### src/rtl/n1_ir_pkg.sv
// rtl/n1_ir_pkg.sv - N1 instruction register package: widths, field positions, forced words, decode struct
package N1_ir_pkg;

  localparam int IW    = 16;
  localparam int ADR_W = 14;
  localparam int OPC_W = 11;

  localparam int OP_MSB  = 15;
  localparam int OP_LSB  = 14;
  localparam int EOW_BIT = 13;
  localparam int CLS_MSB = 12;
  localparam int CLS_LSB = 11;
  localparam int RD_BIT  = 10;

  localparam logic [IW-1:0] IR_NOP      = 16'h0000;
  localparam logic [IW-1:0] IR_DROP     = 16'h0001;
  localparam logic [IW-1:0] IR_CALL_IND = 16'h0002;
  localparam logic [IW-1:0] IR_0CALL    = 16'h8000;

  // Stack/ALU opcode that turns a linear word into an indirect call through PS0
  localparam logic [OPC_W-1:0] CALL_IND_OPC = 11'h002;

  typedef enum logic [1:0] {
    OP_LIN  = 2'b00,
    OP_BRA  = 2'b01,
    OP_CALL = 2'b10,
    OP_JUMP = 2'b11
  } op_t;

  typedef enum logic [1:0] {
    CLS_ALU     = 2'b00,
    CLS_LIT     = 2'b01,
    CLS_MEM_DIR = 2'b10,
    CLS_MEM_IND = 2'b11
  } cls_t;

  typedef struct packed {
    logic eow;
    logic eow_postpone;
    logic jump_or_call;
    logic bra;
    logic scyc;
    logic mem;
    logic mem_rd;
    logic madr_sel;
  } ir_dec_t;

endpackage

### src/rtl/n1_ir_dec.sv
// rtl/n1_ir_dec.sv - combinational decoder of one instruction word into flow-control flags
import N1_ir_pkg::*;

module N1_ir_dec (
  input  logic [IW-1:0]    ir_i,
  output ir_dec_t          dec_o,
  output logic [ADR_W-1:0] abs_adr_o,
  output logic [OPC_W-1:0] opc_o
);

  op_t  op;
  cls_t cls;
  logic is_lin;
  logic is_call_ind;
  logic is_mem;

  assign op        = op_t'(ir_i[OP_MSB:OP_LSB]);
  assign cls       = cls_t'(ir_i[CLS_MSB:CLS_LSB]);
  assign abs_adr_o = ir_i[ADR_W-1:0];
  assign opc_o     = ir_i[OPC_W-1:0];

  always_comb begin
    dec_o       = '0;
    is_lin      = (op == OP_LIN);
    // The EOW bit is not part of the opcode, so a forced EOW keeps CALL_IND recognised
    is_call_ind = is_lin && (cls == CLS_ALU) && (ir_i[OPC_W-1:0] == CALL_IND_OPC);
    is_mem      = is_lin && ((cls == CLS_MEM_DIR) || (cls == CLS_MEM_IND));

    dec_o.eow          = (is_lin && ir_i[EOW_BIT]) || (op == OP_JUMP);
    dec_o.mem          = is_mem;
    dec_o.mem_rd       = is_mem && ir_i[RD_BIT];
    dec_o.madr_sel     = is_lin && (cls == CLS_MEM_DIR);
    dec_o.eow_postpone = dec_o.eow && is_mem;
    dec_o.jump_or_call = (op == OP_JUMP) || (op == OP_CALL) || is_call_ind;
    dec_o.bra          = (op == OP_BRA);
    dec_o.scyc         = is_lin && ((cls == CLS_ALU) || (cls == CLS_LIT)) && !is_call_ind;
  end

endmodule

### src/rtl/n1_ir.sv
// rtl/n1_ir.sv - N1 instruction register: current/stash words, command priority mux, decode
// Probe ports prb_ir_* exist only when N1_IR_PRB_EN is defined.
import N1_ir_pkg::*;

module n1_ir (
  input  logic             clk_i,
  input  logic             sync_rst_i,
  input  logic [IW-1:0]    pbus_dat_i,
  input  logic             fc2ir_capture_i,
  input  logic             fc2ir_stash_i,
  input  logic             fc2ir_expend_i,
  input  logic             fc2ir_force_eow_i,
  input  logic             fc2ir_force_0call_i,
  input  logic             fc2ir_force_call_i,
  input  logic             fc2ir_force_drop_i,
  input  logic             fc2ir_force_nop_i,
  output logic             ir2fc_eow_o,
  output logic             ir2fc_eow_postpone_o,
  output logic             ir2fc_jump_or_call_o,
  output logic             ir2fc_bra_o,
  output logic             ir2fc_scyc_o,
  output logic             ir2fc_mem_o,
  output logic             ir2fc_mem_rd_o,
  output logic             ir2fc_madr_sel_o,
  output logic [ADR_W-1:0] ir2dsp_abs_adr_o,
  output logic [OPC_W-1:0] ir2prs_opc_o
`ifdef N1_IR_PRB_EN
  ,
  output logic [IW-1:0]    prb_ir_cur_o,
  output logic [IW-1:0]    prb_ir_stash_o,
  output logic             prb_ir_stash_vld_o
`endif
);

  logic [IW-1:0] cur_q, cur_d;
  logic [IW-1:0] stash_q, stash_d;
  logic          stash_vld_q, stash_vld_d;
  logic [IW-1:0] sel;
  ir_dec_t       dec;

  always_comb begin
    stash_d     = stash_q;
    stash_vld_d = stash_vld_q;
    sel         = cur_q;

    // A simultaneous stash wins over expend so the new word stays valid
    if (fc2ir_stash_i) begin
      stash_d     = pbus_dat_i;
      stash_vld_d = 1'b1;
    end else if (fc2ir_expend_i) begin
      stash_vld_d = 1'b0;
    end

    if (fc2ir_force_0call_i)      sel = IR_0CALL;
    else if (fc2ir_force_call_i)  sel = IR_CALL_IND;
    else if (fc2ir_force_drop_i)  sel = IR_DROP;
    else if (fc2ir_force_nop_i)   sel = IR_NOP;
    else if (fc2ir_expend_i)      sel = stash_vld_q ? stash_q : IR_NOP;
    else if (fc2ir_capture_i)     sel = pbus_dat_i;

    if (fc2ir_force_eow_i && (sel[OP_MSB:OP_LSB] == OP_LIN)) sel[EOW_BIT] = 1'b1;

    cur_d = sel;
  end

  always_ff @(posedge clk_i) begin
    if (!sync_rst_i) begin
      cur_q       <= IR_NOP;
      stash_q     <= IR_NOP;
      stash_vld_q <= 1'b0;
    end else begin
      cur_q       <= cur_d;
      stash_q     <= stash_d;
      stash_vld_q <= stash_vld_d;
    end
  end

  N1_ir_dec u_dec (
    .ir_i      (cur_q),
    .dec_o     (dec),
    .abs_adr_o (ir2dsp_abs_adr_o),
    .opc_o     (ir2prs_opc_o)
  );

  assign ir2fc_eow_o          = dec.eow;
  assign ir2fc_eow_postpone_o = dec.eow_postpone;
  assign ir2fc_jump_or_call_o = dec.jump_or_call;
  assign ir2fc_bra_o          = dec.bra;
  assign ir2fc_scyc_o         = dec.scyc;
  assign ir2fc_mem_o          = dec.mem;
  assign ir2fc_mem_rd_o       = dec.mem_rd;
  assign ir2fc_madr_sel_o     = dec.madr_sel;

`ifdef N1_IR_PRB_EN
  assign prb_ir_cur_o       = cur_q;
  assign prb_ir_stash_o     = stash_q;
  assign prb_ir_stash_vld_o = stash_vld_q;
`endif

endmodule

### config.mk
export PLATFORM = sky130hd
export DESIGN_NAME = n1_ir
export DESIGN_NICKNAME = d
export VERILOG_FILES = /design/src/rtl/n1_ir_pkg.sv /design/src/rtl/n1_ir_dec.sv /design/src/rtl/n1_ir.sv
export SDC_FILE = /design/constraint.sdc
export NUM_CORES = 1
export LEC_CHECK = 0
export BUFFER_PORTS_ARGS = -buffer_cell sky130_fd_sc_hd__buf_2
export CAP_MARGIN = 20
export CORE_ASPECT_RATIO = 0.5
export CORE_MARGIN = 3
export CORE_UTILIZATION = 45
export CTS_BUF_LIST = sky130_fd_sc_hd__clkbuf_4 sky130_fd_sc_hd__clkbuf_8 sky130_fd_sc_hd__clkbuf_16
export DETAILED_ROUTE_END_ITERATION = 7
export PLACE_DENSITY = 0.83
export SYNTH_ARGS = -nofsm -noshare
export SYNTH_HDL_FRONTEND = slang
export SYNTH_SLANG_ARGS = --single-unit
### constraint.sdc
create_clock -name clk_i -period 1.7 [get_ports clk_i]
set_clock_uncertainty 0.15 [all_clocks]
set_input_delay 0.255 -clock clk_i [delete_from_list [all_inputs] [get_ports clk_i]]
set_output_delay 0.255 -clock clk_i [all_outputs]
set_load 0.005 [all_outputs]
* Yosys cells after proc, flatten, opt, wreduce, memory -nomap -nowiden
Cells that the tools add are included.
Word-level totals: register bits after elaboration 33, latch bits 0, RAM bits 0, memory bits (read-only) 0, bits of input ports 26, output and inout port bits 33, word-level logic and storage cells 52, memories kept 0
Cells by class: add/sub/neg operators 0, $mul 0, divide/modulo/power cells 0, magnitude comparators 0, equal/unequal tests 7, shift operators 0, muxes and demuxes 10, bitwise gates (word level) 1, reductions and logical operators 27
Operator list (number):
- $mux 16 | 7
- $eq 11x2->1 const B | 1
- $logic_and 1x1->1 | 10
- $eq 2x2->1 const B | 4
- $reduce_bool 7->1 | 1
- $logic_not 2->1 | 3
- $logic_or 1x1->1 | 5
- $reduce_bool 5->1 | 1
- $reduce_or 5->1 | 1
- $eq 2x1->1 const B | 2
- $reduce_bool 2->1 | 2
- $reduce_bool 4->1 | 1
- $mux 1 | 3
- $reduce_or 3->1 | 1
- $reduce_or 2->1 | 1
- $logic_not 1->1 | 1
- $not 1->1 | 1

* Logic depth before layout (Yosys ltp)
word-level depth 9, gate-level depth with buffers 5, mapped depth without buffers 3

* Hierarchy
From an unflattened synthesis, not the netlist that was laid out.
Unflattened totals: cells, all modules 195, area, all modules 1789.2 um^2
Modules (own cells, without submodules):
- n1_ir | instances 1, cells each 154, area an instance 1492.7 um^2, sequential area each 660.6 um^2
- N1_ir_dec | instances 1, cells each 41, area an instance 296.5 um^2, sequential area each 0.0 um^2

* Least setup slack after synthesis
Ideal clock, no wire load.
path type register to output, start point reg cur_q[10], end point out ir2fc_jump_or_call_o, arrival time 885 ps, required time 1295 ps, slack 410 ps, cell stages (with the launch flop) 3, buffers on the path 0, cells stage by stage dfxtp_1 -> nor4b_1 -> a41o_1
On the way: longest elaborated chain between the ends 3
Ends and longest elaborated chain:
- start: declaration | line n1_ir.sv:35 | logic [IW-1:0] cur_q, cur_d;
- start signal: assignment | line n1_ir.sv:72 | cur_q <= cur_d;
- $eq 11x2->1 | line n1_ir_dec.sv:26 | is_call_ind = is_lin && (cls == CLS_ALU) && (ir_i[OPC_W-1:0] == CALL_IND_OPC);
- $logic_and 1x1->1 | line n1_ir_dec.sv:26
- $logic_or 1x1->1 | line n1_ir_dec.sv:34 | dec_o.jump_or_call = (op == OP_JUMP) || (op == OP_CALL) || is_call_ind;
- end: declaration | line n1_ir.sv:19 | output logic ir2fc_jump_or_call_o,
Every way passes these cells.

* Worst setup path after layout
start point reg cur_q[8], end point out ir2fc_jump_or_call_o
Same word-level chain as after synthesis.

==> metrics <==
Die Ht 50.29 um; Avg Inst Size Synth 9.243 um2; failing checks setup timing; Reg clk slew, reported paths 0.07 ns; fin nets 252; DR DRC count 0; crit path capture type output pin; CP startpoint kind flop; CTS tree built; yosys warns 0; latest clock arrival within the worst-skew pair 0.28 ns; number of flops mapped to enable cells by yosys 0; share of layout cells above drive strength 1 41.41%; syn_nets 217; IO Pins 59; first-pass GRT wire length 6831 um; hold buffers post-CTS 0; antenna violations before repair 0; Min Hold Slack 0.07585 ns; die area 4756 um2; Synth top area share 37.42%; diodes inserted 0; 1st-pass router iterations 4; Slew Viols, Final 0; worst slew pin tran 0.5337 ns; CTS buffer count 5; via-per-instance ratio 5.187; Top FF cell, synth dfxtp_1; area leader, netlist dfxtp_1; top-count cell post-synth dfxtp_1; CTS root buffer clkbuf_8; DR iter-0 viols 45; Max VDD drop 288.5 uV; Total Routing Usage GR 18.39%; Initial Util 48.99%; via count 1,442; crit path kind reg2out; ANT nets after route 0; pwr dens 814.0 nW/um2; total grt overflow 0; Syn Inst Count 191; Worst Setup Slack, final -0.02955 ns; Min Clock Period, post-route 1.730 ns; synthesis-to-layout area growth 17.01%; H-tree levels 2; post-synthesis sequential area ratio 37.42%; DP HPWL 2900 um; slew margin rel. 64.42%; leak pwr 0.9946 nW; CTS Sinks 33; maximum root-to-sink buffer count 2; GPL Wtd Cong 0.8028; #FFs+latches synth 33; top post-synthesis cells by count dfxtp_1 (33), buf_4 (27), mux2i_1 (20), nor2b_1 (20), nand2_1 (16); final worst path period share 101.7%; post-synth design cell area 1765 um2; WP data arrival 1.32 ns; total chip power 1.681 mW; port bufs 58; die width 94.58 um; Post-synth ARST share 0%; status complete, but fails checks; Place WS 0.1359 ns; # setup viols final 1; maximum clock frequency 578.2 MHz; maxcap violations 0; routed length per instance 14.96 um; largest net degree at the start of global routing 20; CP Data Required Time 1.29 ns; top post-synthesis cells by area dfxtp_1 (37%), buf_4 (11%), mux2i_1 (11%); final hold viol count 0; Hold/Removal Path Class in2reg; vias in the first global route 1,454; core area 3603 um2; Worst Path Max Fanout 2; post-synth cell types 31; # rows 15; RSZ-0062 raised after global routing true; wirelength, routed 4160 um
[power by group]
part	total, mW	switching [mW]	internal (mW)
combinational	0.210	0.104	0.106
sequential	0.824	0.0224	0.802
clock	0.647	0.282	0.366
total	1.68	0.408	1.27
[cell families after synthesis]
group / Yosys count / synth area share [%]
multiplexers: 32 / 18.99
buffers and inverters: 39 / 14.74
AND/OR/NAND/NOR: 59 / 17.72
flip-flops: 33 / 37.42
AO/OA/AOI/OAI: 28 / 11.13
[sequential cells by signal (all words and copies together), names as in the netlist]
name and count:
cur_q 16, stash_q 16, stash_vld_q 1
[per-layer routing]
| layer | vias to the layer above | track usage [%] | wire [um] |
|---|---|---|---|
| li1 | 707 | - | - |
| met1 | 687 | 20.20 | 1803 |
| met2 | 36 | 32.86 | 2051 |
| met3 | 12 | 6.138 | 218 |
| met4 | 0 | 7.416 | 87 |
| met5 | - | 0 | 0 |
[path summary, 6_finish.rpt]
check,startpoint,end,slack (ns),depth (start not counted)
max,cur_q[8],ir2fc_jump_or_call_o,-0.03,4
min,fc2ir_force_call_i,cur_q[1],0.08,2
max reg2reg,stash_vld_q,cur_q[13],0.32,3
min reg2reg,stash_q[7],cur_q[7],0.33,2
[layout make-up]
| cell class | count | area (um2) |
|---|---|---|
| clock buffers | 7 | 96.34 |
| clock inverters | 1 | 5.005 |
| fillers | 319 | 1538 |
| inverters | 2 | 7.507 |
| multi-input cells | 119 | 883.3 |
| flip-flops and latches | 33 | 666.9 |
| well taps | 51 | 63.81 |
| repair buffers | 65 | 342.8 |
[worst max-delay path, stage by stage, from the launching register on]
cell and delay (ns):
dfxtp_4 0.35, nor4_4 0.28, buf_4 0.16, a41o_1 0.14, buf_2 0.11
[through the flow]
step                instance area, um2  util (%)  instances  setup TNS, ns
floorplan                         1765         -        191              0
global placement                  1912     53.06        269              0
detailed placement                1912     53.06        269              0
CTS                               2053     56.98        278       -0.03226
global route                      2066     57.33        278        -0.2314
finish                            2066     57.33        278       -0.02955
[layout by cell type, fill, tap and decap left out, types with 2 or more instances in the layout]
cell	n
buf_2	58
dfxtp_1	30
nor2b_1	20
mux2i_1	20
nand2_1	16
mux2_2	12
a21oi_1	12
nand3_1	11
clkbuf_8	7
buf_4	7
a21boi_0	4
and2_1	2
and3_1	2
nor3_1	2
nor4_4	2
or3_1	2
inv_1	2
a211oi_1	2
o21a_1	2
dfxtp_2	2
[repair_timing]
action,CTS,global route
pin swaps,3,0
buffers inserted,1,0
endpoints found under the setup margin,2,3
resized for setup,7,3
Power figures use the tool's default switching activity.
